**config.mk**
```make
export PLATFORM = sky130hd
export DESIGN_NAME = wb_des_regs
export DESIGN_NICKNAME = d
export VERILOG_FILES = /design/src/rtl/wb_des_regs.sv
export SDC_FILE = /design/constraint.sdc
export NUM_CORES = 1
export LEC_CHECK = 0
export CORE_MARGIN = 5
export CORE_UTILIZATION = 48
export CTS_BUF_LIST = sky130_fd_sc_hd__clkbuf_4
export CTS_CLUSTER_DIAMETER = 40
export DETAILED_ROUTE_END_ITERATION = 12
export PLACE_DENSITY = 0.81
export SLEW_MARGIN = 20
export SYNTH_ARGS = -nofsm -noshare
export SYNTH_HDL_FRONTEND = slang
export SYNTH_SLANG_ARGS = --single-unit
export TNS_END_PERCENT = 20
```
**constraint.sdc**
```tcl
create_clock -name wb_clk_i -period 2.1 [get_ports wb_clk_i]
set_input_delay 0.42 -clock wb_clk_i [delete_from_list [all_inputs] [get_ports wb_clk_i]]
set_output_delay 0.42 -clock wb_clk_i [all_outputs]
set_load 0.05 [all_outputs]
```
**src/rtl/wb_des_regs.sv**
```systemverilog
// ---------------------------------------------------------------------------
// wb_des_regs
//
// This is a Wishbone classic slave register bank that sits between the
// management-SoC user bus and a DES core. Firmware uses it as follows:
//   1. Load the 64-bit key and the 64-bit data block.
//   2. Pick encrypt or decrypt and write START.
//   3. Poll STATUS, or take an interrupt, until DONE is set.
//   4. Read back the 64-bit result.
// The block drives the start/busy/done handshake with the core and captures
// the core result.
//
// Register window: 32 bytes at BASE_ADR.
//   0x00 CTRL     bit0 START (write-1 pulse, reads 0), bit1 DECRYPT,
//                 bit2 IRQ_EN
//   0x04 STATUS   bit0 BUSY, bit1 DONE (sticky, write-1-to-clear)
//   0x08 KEY_LO   0x0C KEY_HI
//   0x10 DIN_LO   0x14 DIN_HI
//   0x18 DOUT_LO  0x1C DOUT_HI  (read-only)
//
// Optional feature macro: WB_DES_IRQ_EN
//   When it is defined, the irq_o port exists and CTRL.IRQ_EN is writable.
//   When it is not defined, there is no irq_o port, CTRL.IRQ_EN reads 0,
//   and firmware has to poll STATUS.
//
// Ports:
//   wb_clk_i        single clock
//   wb_rstn_i       asynchronous active-low reset
//   wbs_stb_i/cyc_i/we_i/sel_i/adr_i/dat_i   Wishbone classic request
//   wbs_ack_o       registered one-cycle acknowledge
//   wbs_dat_o       registered read data (0 when not acking)
//   des_key_o       key to the core
//   des_din_o       input block to the core
//   des_decrypt_o   1 = decrypt, 0 = encrypt
//   des_start_o     one-cycle start pulse
//   des_done_i      one-cycle completion pulse from the core
//   des_dout_i      core result, valid with des_done_i
//   irq_o           level interrupt DONE & IRQ_EN (WB_DES_IRQ_EN only)
// ---------------------------------------------------------------------------
module wb_des_regs #(
  parameter logic [31:0] BASE_ADR = 32'h3000_0000
) (
  input  logic        wb_clk_i,
  input  logic        wb_rstn_i,
  input  logic        wbs_stb_i,
  input  logic        wbs_cyc_i,
  input  logic        wbs_we_i,
  input  logic [3:0]  wbs_sel_i,
  input  logic [31:0] wbs_adr_i,
  input  logic [31:0] wbs_dat_i,
  output logic        wbs_ack_o,
  output logic [31:0] wbs_dat_o,
  output logic [63:0] des_key_o,
  output logic [63:0] des_din_o,
  output logic        des_decrypt_o,
  output logic        des_start_o,
  input  logic        des_done_i,
  input  logic [63:0] des_dout_i
`ifdef WB_DES_IRQ_EN
  ,
  output logic        irq_o
`endif
);

  typedef enum logic {IDLE, RUN} state_t;

  state_t      state, state_nxt;
  logic        start_nxt;
  logic        hit, acc, wr, rd;
  logic [2:0]  off;
  logic        busy;
  logic        ctrl_wr, status_wr;
  logic        core_done;
  logic        done_q;
  logic        irq_en;
  logic [63:0] dout_q;
  logic [31:0] rdata;
  logic        unused_adr;

  // Per-byte merge of a write into an existing 32-bit register word.
  function automatic logic [31:0] byte_merge(input logic [31:0] old_w,
                                             input logic [31:0] new_w,
                                             input logic [3:0]  sel);
    logic [31:0] r;
    r = old_w;
    for (int i = 0; i < 4; i++) begin
      if (sel[i]) r[8*i +: 8] = new_w[8*i +: 8];
    end
    return r;
  endfunction

  // A transfer is accepted only when the slave is not already acking it.
  // This means a strobe that is still held during the ack cycle is not
  // accepted a second time in that cycle.
  assign hit        = wbs_cyc_i & wbs_stb_i & (wbs_adr_i[31:5] == BASE_ADR[31:5]);
  assign acc        = hit & ~wbs_ack_o;
  assign wr         = acc & wbs_we_i;
  assign rd         = acc & ~wbs_we_i;
  assign off        = wbs_adr_i[4:2];
  assign unused_adr = &{1'b0, wbs_adr_i[1:0]};

  assign busy      = (state == RUN);
  assign ctrl_wr   = wr & (off == 3'd0) & wbs_sel_i[0];
  assign status_wr = wr & (off == 3'd1) & wbs_sel_i[0];
  // The core's done pulse only counts while a run is in progress.
  assign core_done = busy & des_done_i;

  // FSM state register and start pulse.
  always_ff @(posedge wb_clk_i or negedge wb_rstn_i) begin
    if (!wb_rstn_i) begin
      state       <= IDLE;
      des_start_o <= 1'b0;
    end else begin
      state       <= state_nxt;
      des_start_o <= start_nxt;
    end
  end

  always_comb begin
    state_nxt = state;
    start_nxt = 1'b0;
    case (state)
      IDLE: begin
        if (ctrl_wr && wbs_dat_i[0]) begin
          state_nxt = RUN;
          start_nxt = 1'b1;
        end
      end
      RUN: begin
        if (des_done_i) state_nxt = IDLE;
      end
      default: state_nxt = IDLE;
    endcase
  end

  // Operand registers. They are frozen while a run is in progress, so the
  // core sees stable inputs from the start write until completion.
  always_ff @(posedge wb_clk_i or negedge wb_rstn_i) begin
    if (!wb_rstn_i) begin
      des_key_o     <= '0;
      des_din_o     <= '0;
      des_decrypt_o <= 1'b0;
    end else if (wr && !busy) begin
      case (off)
        3'd0: if (wbs_sel_i[0]) des_decrypt_o <= wbs_dat_i[1];
        3'd2: des_key_o[31:0]  <= byte_merge(des_key_o[31:0],  wbs_dat_i, wbs_sel_i);
        3'd3: des_key_o[63:32] <= byte_merge(des_key_o[63:32], wbs_dat_i, wbs_sel_i);
        3'd4: des_din_o[31:0]  <= byte_merge(des_din_o[31:0],  wbs_dat_i, wbs_sel_i);
        3'd5: des_din_o[63:32] <= byte_merge(des_din_o[63:32], wbs_dat_i, wbs_sel_i);
        default: ;
      endcase
    end
  end

  // Result capture and sticky DONE. When a set and a clear happen in the
  // same cycle, the completion (set) takes priority over the W1C.
  always_ff @(posedge wb_clk_i or negedge wb_rstn_i) begin
    if (!wb_rstn_i) begin
      dout_q <= '0;
      done_q <= 1'b0;
    end else begin
      if (core_done) begin
        dout_q <= des_dout_i;
        done_q <= 1'b1;
      end else if (status_wr && wbs_dat_i[1]) begin
        done_q <= 1'b0;
      end
    end
  end

`ifdef WB_DES_IRQ_EN
  // IRQ_EN is not an operand, so it stays writable during a run.
  always_ff @(posedge wb_clk_i or negedge wb_rstn_i) begin
    if (!wb_rstn_i) begin
      irq_en <= 1'b0;
    end else if (ctrl_wr) begin
      irq_en <= wbs_dat_i[2];
    end
  end

  always_ff @(posedge wb_clk_i or negedge wb_rstn_i) begin
    if (!wb_rstn_i) begin
      irq_o <= 1'b0;
    end else begin
      irq_o <= done_q & irq_en;
    end
  end
`else
  assign irq_en = 1'b0;
`endif

  always_comb begin
    rdata = '0;
    case (off)
      3'd0: rdata = {29'd0, irq_en, des_decrypt_o, 1'b0};
      3'd1: rdata = {30'd0, done_q, busy};
      3'd2: rdata = des_key_o[31:0];
      3'd3: rdata = des_key_o[63:32];
      3'd4: rdata = des_din_o[31:0];
      3'd5: rdata = des_din_o[63:32];
      3'd6: rdata = dout_q[31:0];
      3'd7: rdata = dout_q[63:32];
      default: rdata = '0;
    endcase
  end

  // Bus response: ack and read data are registered together.
  always_ff @(posedge wb_clk_i or negedge wb_rstn_i) begin
    if (!wb_rstn_i) begin
      wbs_ack_o <= 1'b0;
      wbs_dat_o <= '0;
    end else begin
      wbs_ack_o <= acc;
      wbs_dat_o <= rd ? rdata : 32'd0;
    end
  end

endmodule
```
======== Yosys cells after proc, flatten, opt, wreduce, memory -nomap -nowiden ========
Cells that the tools add are included.
word-level totals
  register bits after elaboration ......... 229
  input bits .............................. 138
  output and inout port bits .............. 163
  word-level logic and storage cells ...... 75
cells by class
  eq/ne operators ......................... 8
  multiplexer cells ....................... 8
  bitwise gates (word level) .............. 13
  reductions and logical operators ........ 23
operators by type and width
  operator                                                count
  case mux 32 bit (8 select lines)                        1
  AND reduction 3 bit                                     17
  2-to-1 mux 32 bit                                       1
  equality test 27 x 25 -> 1 bit (second input constant)  1
  equality test 3 bit (second input constant)             4
  bitwise AND 1 bit                                       10
  equality test 3 x 2 -> 1 bit (second input constant)    2
  2-to-1 mux 1 bit                                        5
  equality test 3 x 1 -> 1 bit (second input constant)    1
  logical AND 1 bit                                       3
  zero test 3 bit                                         1
  inverter 1 bit                                          3
  case mux 1 bit (2 select lines)                         1
  nonzero test 2 bit                                      1
  zero test 1 bit                                         1

======== Depth between registers and ports, before layout ========
  depth after elaboration ................. 9
  gate-level depth with buffers ........... 7
  mapped depth without buffers ............ 4

======== Least setup slack after synthesis ========
No wires, ideal clock.
  kind .................................... register to register
  from .................................... reg wbs_ack_o
  to ...................................... reg des_key_o[48]
  library setup time ...................... 0.125 ns
  data arrival time ....................... 2.121 ns
  required time ........................... 1.975 ns
  path slack .............................. -0.146 ns
  stages on the path, launching flop included .. 7
  path buffers ............................ 2
  clock period less this slack ............ 2.246 ns
  cell sequence ........................... dfrtp_1 > nor4_1 > nand4_1 > buf_6 > buf_6 > nor4_4 > mux2_2
between the ends
  cells in the longest elaborated chain, start to end .. 5
ends and longest elaborated chain
  element                        line  RTL
  from (decl)                    51    output logic wbs_ack_o,
  from (signal assigned)         210   wbs_ack_o <= 1'b0;
  from (signal assigned)         213   wbs_ack_o <= acc;
  inverter 1 bit                 96    assign acc = hit & ~wbs_ack_o;
  bitwise AND 1 bit              96
  bitwise AND 1 bit              97    assign wr = acc & wbs_we_i;
  logical AND 1 bit              143   end else if (wr && !busy) begin
  AND reduction 3 bit (no line)  --
  to (signal assigned)           147   3'd3: des_key_o[63:32] <= byte_merge(des_key_o[63:32], wbs_dat_i, wbs_sel_i);
  to (decl)                      53    output logic [63:0] des_key_o,
Every way passes these cells.
A chain may end at the register's enable or synchronous reset.

======== Worst setup path after layout ========
  from .................................... reg des_din_o[54]
  to ...................................... out des_din_o[54]
RTL lines
  element                 line  RTL
  from (decl)             54    output logic [63:0] des_din_o,
  from (signal assigned)  149   3'd5: des_din_o[63:32] <= byte_merge(des_din_o[63:32], wbs_dat_i, wbs_sel_i);
No word-level cell between the ends.

==> metrics.txt <==
# DRC=0; largest net degree at the start of global routing=58; drt pass-1 iters=5; initial antenna violation count=4; R2R Path End=des_key_o[6]$_DFFE_PN0P_; clk sinks=229; Placement Rows=53; clock latency on the worst-skew pair=0.67 ns; status=finished, final reports clean; CP max stage delay=0.55 ns; Post-synth EDFFs=0; max_cap viols=0; CP Data Required Time=1.68 ns; Yosys reg bits=229; Die W=155 µm; Fmax=491 MHz; CTS tree=done; CP Max Fanout=3; DR WL/cell=23.0 µm; Crit path depth=1; GPL Wtd Cong=0.838; Fillers=1,553; cell count after synthesis=690; clk buf depth=3; TritonCTS Buffers=59; antenna-violating nets left=0; vias in the first global route=8,628; leakage=7.72 nW; peak supply drop=0.384 mV; sequential cell area fraction in the yosys report=0.565; Mapped Nets=828; minimum clock period=2.04 ns; Avg Inst Size Synth=14.7 µm²; worst path bufs/invs=1; Synthesis Warnings=0; WHS Path Cells=3; worst hold path type=in -> reg; vias per std cell=5.48; clk root buf=clkbuf_4; r2r startpoint=wbs_ack_o$_DFF_PN0_; Remaining Overflow, GRT=0; CP Launch Type=register; Critical Path End Type=output port; H-Tree Depth=2; Reg2Reg Depth=7; Setup Skew=0.0280 ns; Area growth, synth to finish=46.0%; Reg2Reg Setup Slack=0.09 ns; global-route wire length before repair=50,100 µm; Worst-Margin Slew=1.03 ns; RSZ-0062 raised after global routing=yes; Synth Flop Type=dfrtp_1; Slew Limit Fails=0; Chip Height=155 µm; Max transition margin=0.314; CP max stage cell=dlygate4sd2_1; pre-CTS WS=-0.666 ns; Pwr per Cell Area=599 nW/µm²; total power draw=8.87 mW; Worst Hold Endpoint=des_start_o$_DFF_PN0_; setup violators final=0; Worst-path clk slew=0.07 ns; Async S/R FF share, synth=1.00; Yosys cell types=40; DIE AREA=24,100 µm²; GRT Util Overall=0.269; CP top delay family=buffers and inverters; nets=1,238; layout cells sized above 1=0.388; final WL=32,700 µm; hold path start=wbs_adr_i[2]; I/O pin total=301; Placeable Area=20,900 µm²; Tcrit/Tclk final=0.969; Iteration-0 DRC Markers=348; DR vias=7,769; critical path class=reg -> out; final worst slack=0.0648 ns; final hold violation count=0; Syn Std Cell Area=10,100 µm²; cells along the critical path=dlygate4sd2_1; CP arrival=1.62 ns; port bufs=298; detailed placement HPWL=24,100 µm; initial core utilization=0.485
## flip-flops by register name (all words and copies together), names as in the netlist
name / count
des_start_o: 1
dout_q: 64
busy: 1
des_key_o: 64
wbs_dat_o: 32
wbs_ack_o: 1
des_din_o: 64
done_q: 1
des_decrypt_o: 1
## repair_timing
item,CTS,global route
pin swaps,8,2
buffers inserted,0,2
gates resized for setup,162,36
setup endpoints to repair,314,182
gates cloned,0,2
hold buffers,1,0
endpoints found under the hold margin,50,0
## cells in the final DEF, fill, tap and decap left out, types with 16 or more instances in the layout
cell type and n:
nor2_1 35, buf_4 72, mux2_2 213, clkdlybuf4s50_1 131
dlygate4sd2_1 129, dfrtp_1 228, a22oi_1 16, nor4_4 17
clkdlybuf4s15_1 28, mux2i_1 25, clkbuf_4 89
## cells by family after synthesis
family | after synthesis | synth area share
AND/OR/NAND/NOR | 103 | 0.0763
flip-flops | 229 | 0.565
multiplexers | 252 | 0.289
buffers and inverters | 37 | 0.0165
AO/OA/AOI/OAI | 69 | 0.0528
## final cells by class
| class | instances | area (µm²) | area share |
|---|---|---|---|
| inverters | 1 | 3.75 | 0.000254 |
| well taps | 275 | 344 | 0.0232 |
| clock inverters | 12 | 72.6 | 0.00490 |
| flip-flops and latches | 229 | 5730 | 0.387 |
| repair buffers | 385 | 3670 | 0.248 |
| multi-input cells | 424 | 4300 | 0.291 |
| diodes | 3 | 7.51 | 0.000507 |
| clock buffers | 89 | 668 | 0.0451 |
## worst max-delay path by stage
stage                                         start                   endpoint  slack (ns)
after floorplan                 wbs_ack_o$_DFF_PN0_  des_key_o[48]$_DFFE_PN0P_       -0.05
after global placement                wbs_adr_i[29]  des_key_o[10]$_DFFE_PN0P_       -0.62
after detailed placement              wbs_adr_i[25]  des_key_o[10]$_DFFE_PN0P_       -0.67
after CTS                       wbs_ack_o$_DFF_PN0_  des_din_o[52]$_DFFE_PN0P_      0.0003
after global routing            wbs_ack_o$_DFF_PN0_  des_key_o[18]$_DFFE_PN0P_       -0.01
final                     des_din_o[54]$_DFFE_PN0P_              des_din_o[54]        0.06
## synthesized netlist by cell type, types with 3 or more instances
| cell | instances | share of area |
|---|---|---|
| a21oi_1 | 7 | 0.0035 |
| a221oi_1 | 4 | 0.0035 |
| a222oi_1 | 8 | 0.0079 |
| a22o_1 | 11 | 0.0095 |
| a22oi_1 | 16 | 0.012 |
| a32oi_1 | 3 | 0.0026 |
| buf_1 | 4 | 0.0015 |
| buf_6 | 3 | 0.0033 |
| clkbuf_1 | 26 | 0.0096 |
| dfrtp_1 | 229 | 0.57 |
| mux2_2 | 216 | 0.24 |
| mux2i_1 | 25 | 0.025 |
| mux4_2 | 11 | 0.024 |
| nand2_1 | 13 | 0.0048 |
| nand2b_1 | 5 | 0.0031 |
| nand3_1 | 6 | 0.0030 |
| nand4_1 | 3 | 0.0019 |
| nor2_1 | 35 | 0.013 |
| nor2b_1 | 7 | 0.0043 |
| nor4_1 | 6 | 0.0037 |
| nor4_4 | 16 | 0.034 |
| o21ai_0 | 5 | 0.0025 |
| o22ai_1 | 4 | 0.0025 |
| o2bb2ai_1 | 7 | 0.0060 |
## metrics by stage
stage / hold slack, ns / utilization / setup TNS (ns) / instances / instance area (µm²)
2_1_floorplan: 0.124 / - / -1.69 / 690 / 10200
3_3_place_gp: 0.394 / 0.675 / -93.49 / 1309 / 14100
3_5_place_dp: 0.399 / 0.675 / -100.97 / 1309 / 14100
4_1_cts: 0.183 / 0.702 / 0 / 1411 / 14700
5_1_grt: 0.211 / 0.709 / -0.0280 / 1418 / 14800
6_report: 0.256 / 0.709 / 0 / 1418 / 14800
## power breakdown
| part | leakage [nW] | switching [mW] | internal, mW |
|---|---|---|---|
| Sequential | 3.20 | 0.0000000110 | 4.41 |
| Clock | 0.446 | 1.77 | 2.04 |
| Combinational | 4.08 | 0.327 | 0.323 |
| Total | 7.72 | 2.10 | 6.77 |
## routing by layer
| metal | vias up | wire length (µm) | global-route usage |
|---|---|---|---|
| met5 | - | 11 | 0 |
| met4 | 2 | 703 | 0.0759 |
| met3 | 54 | 2530 | 0.0709 |
| met2 | 338 | 16600 | 0.464 |
| met1 | 3919 | 12900 | 0.334 |
| li1 | 3456 | - | - |
Power figures use the tool's default switching activity.
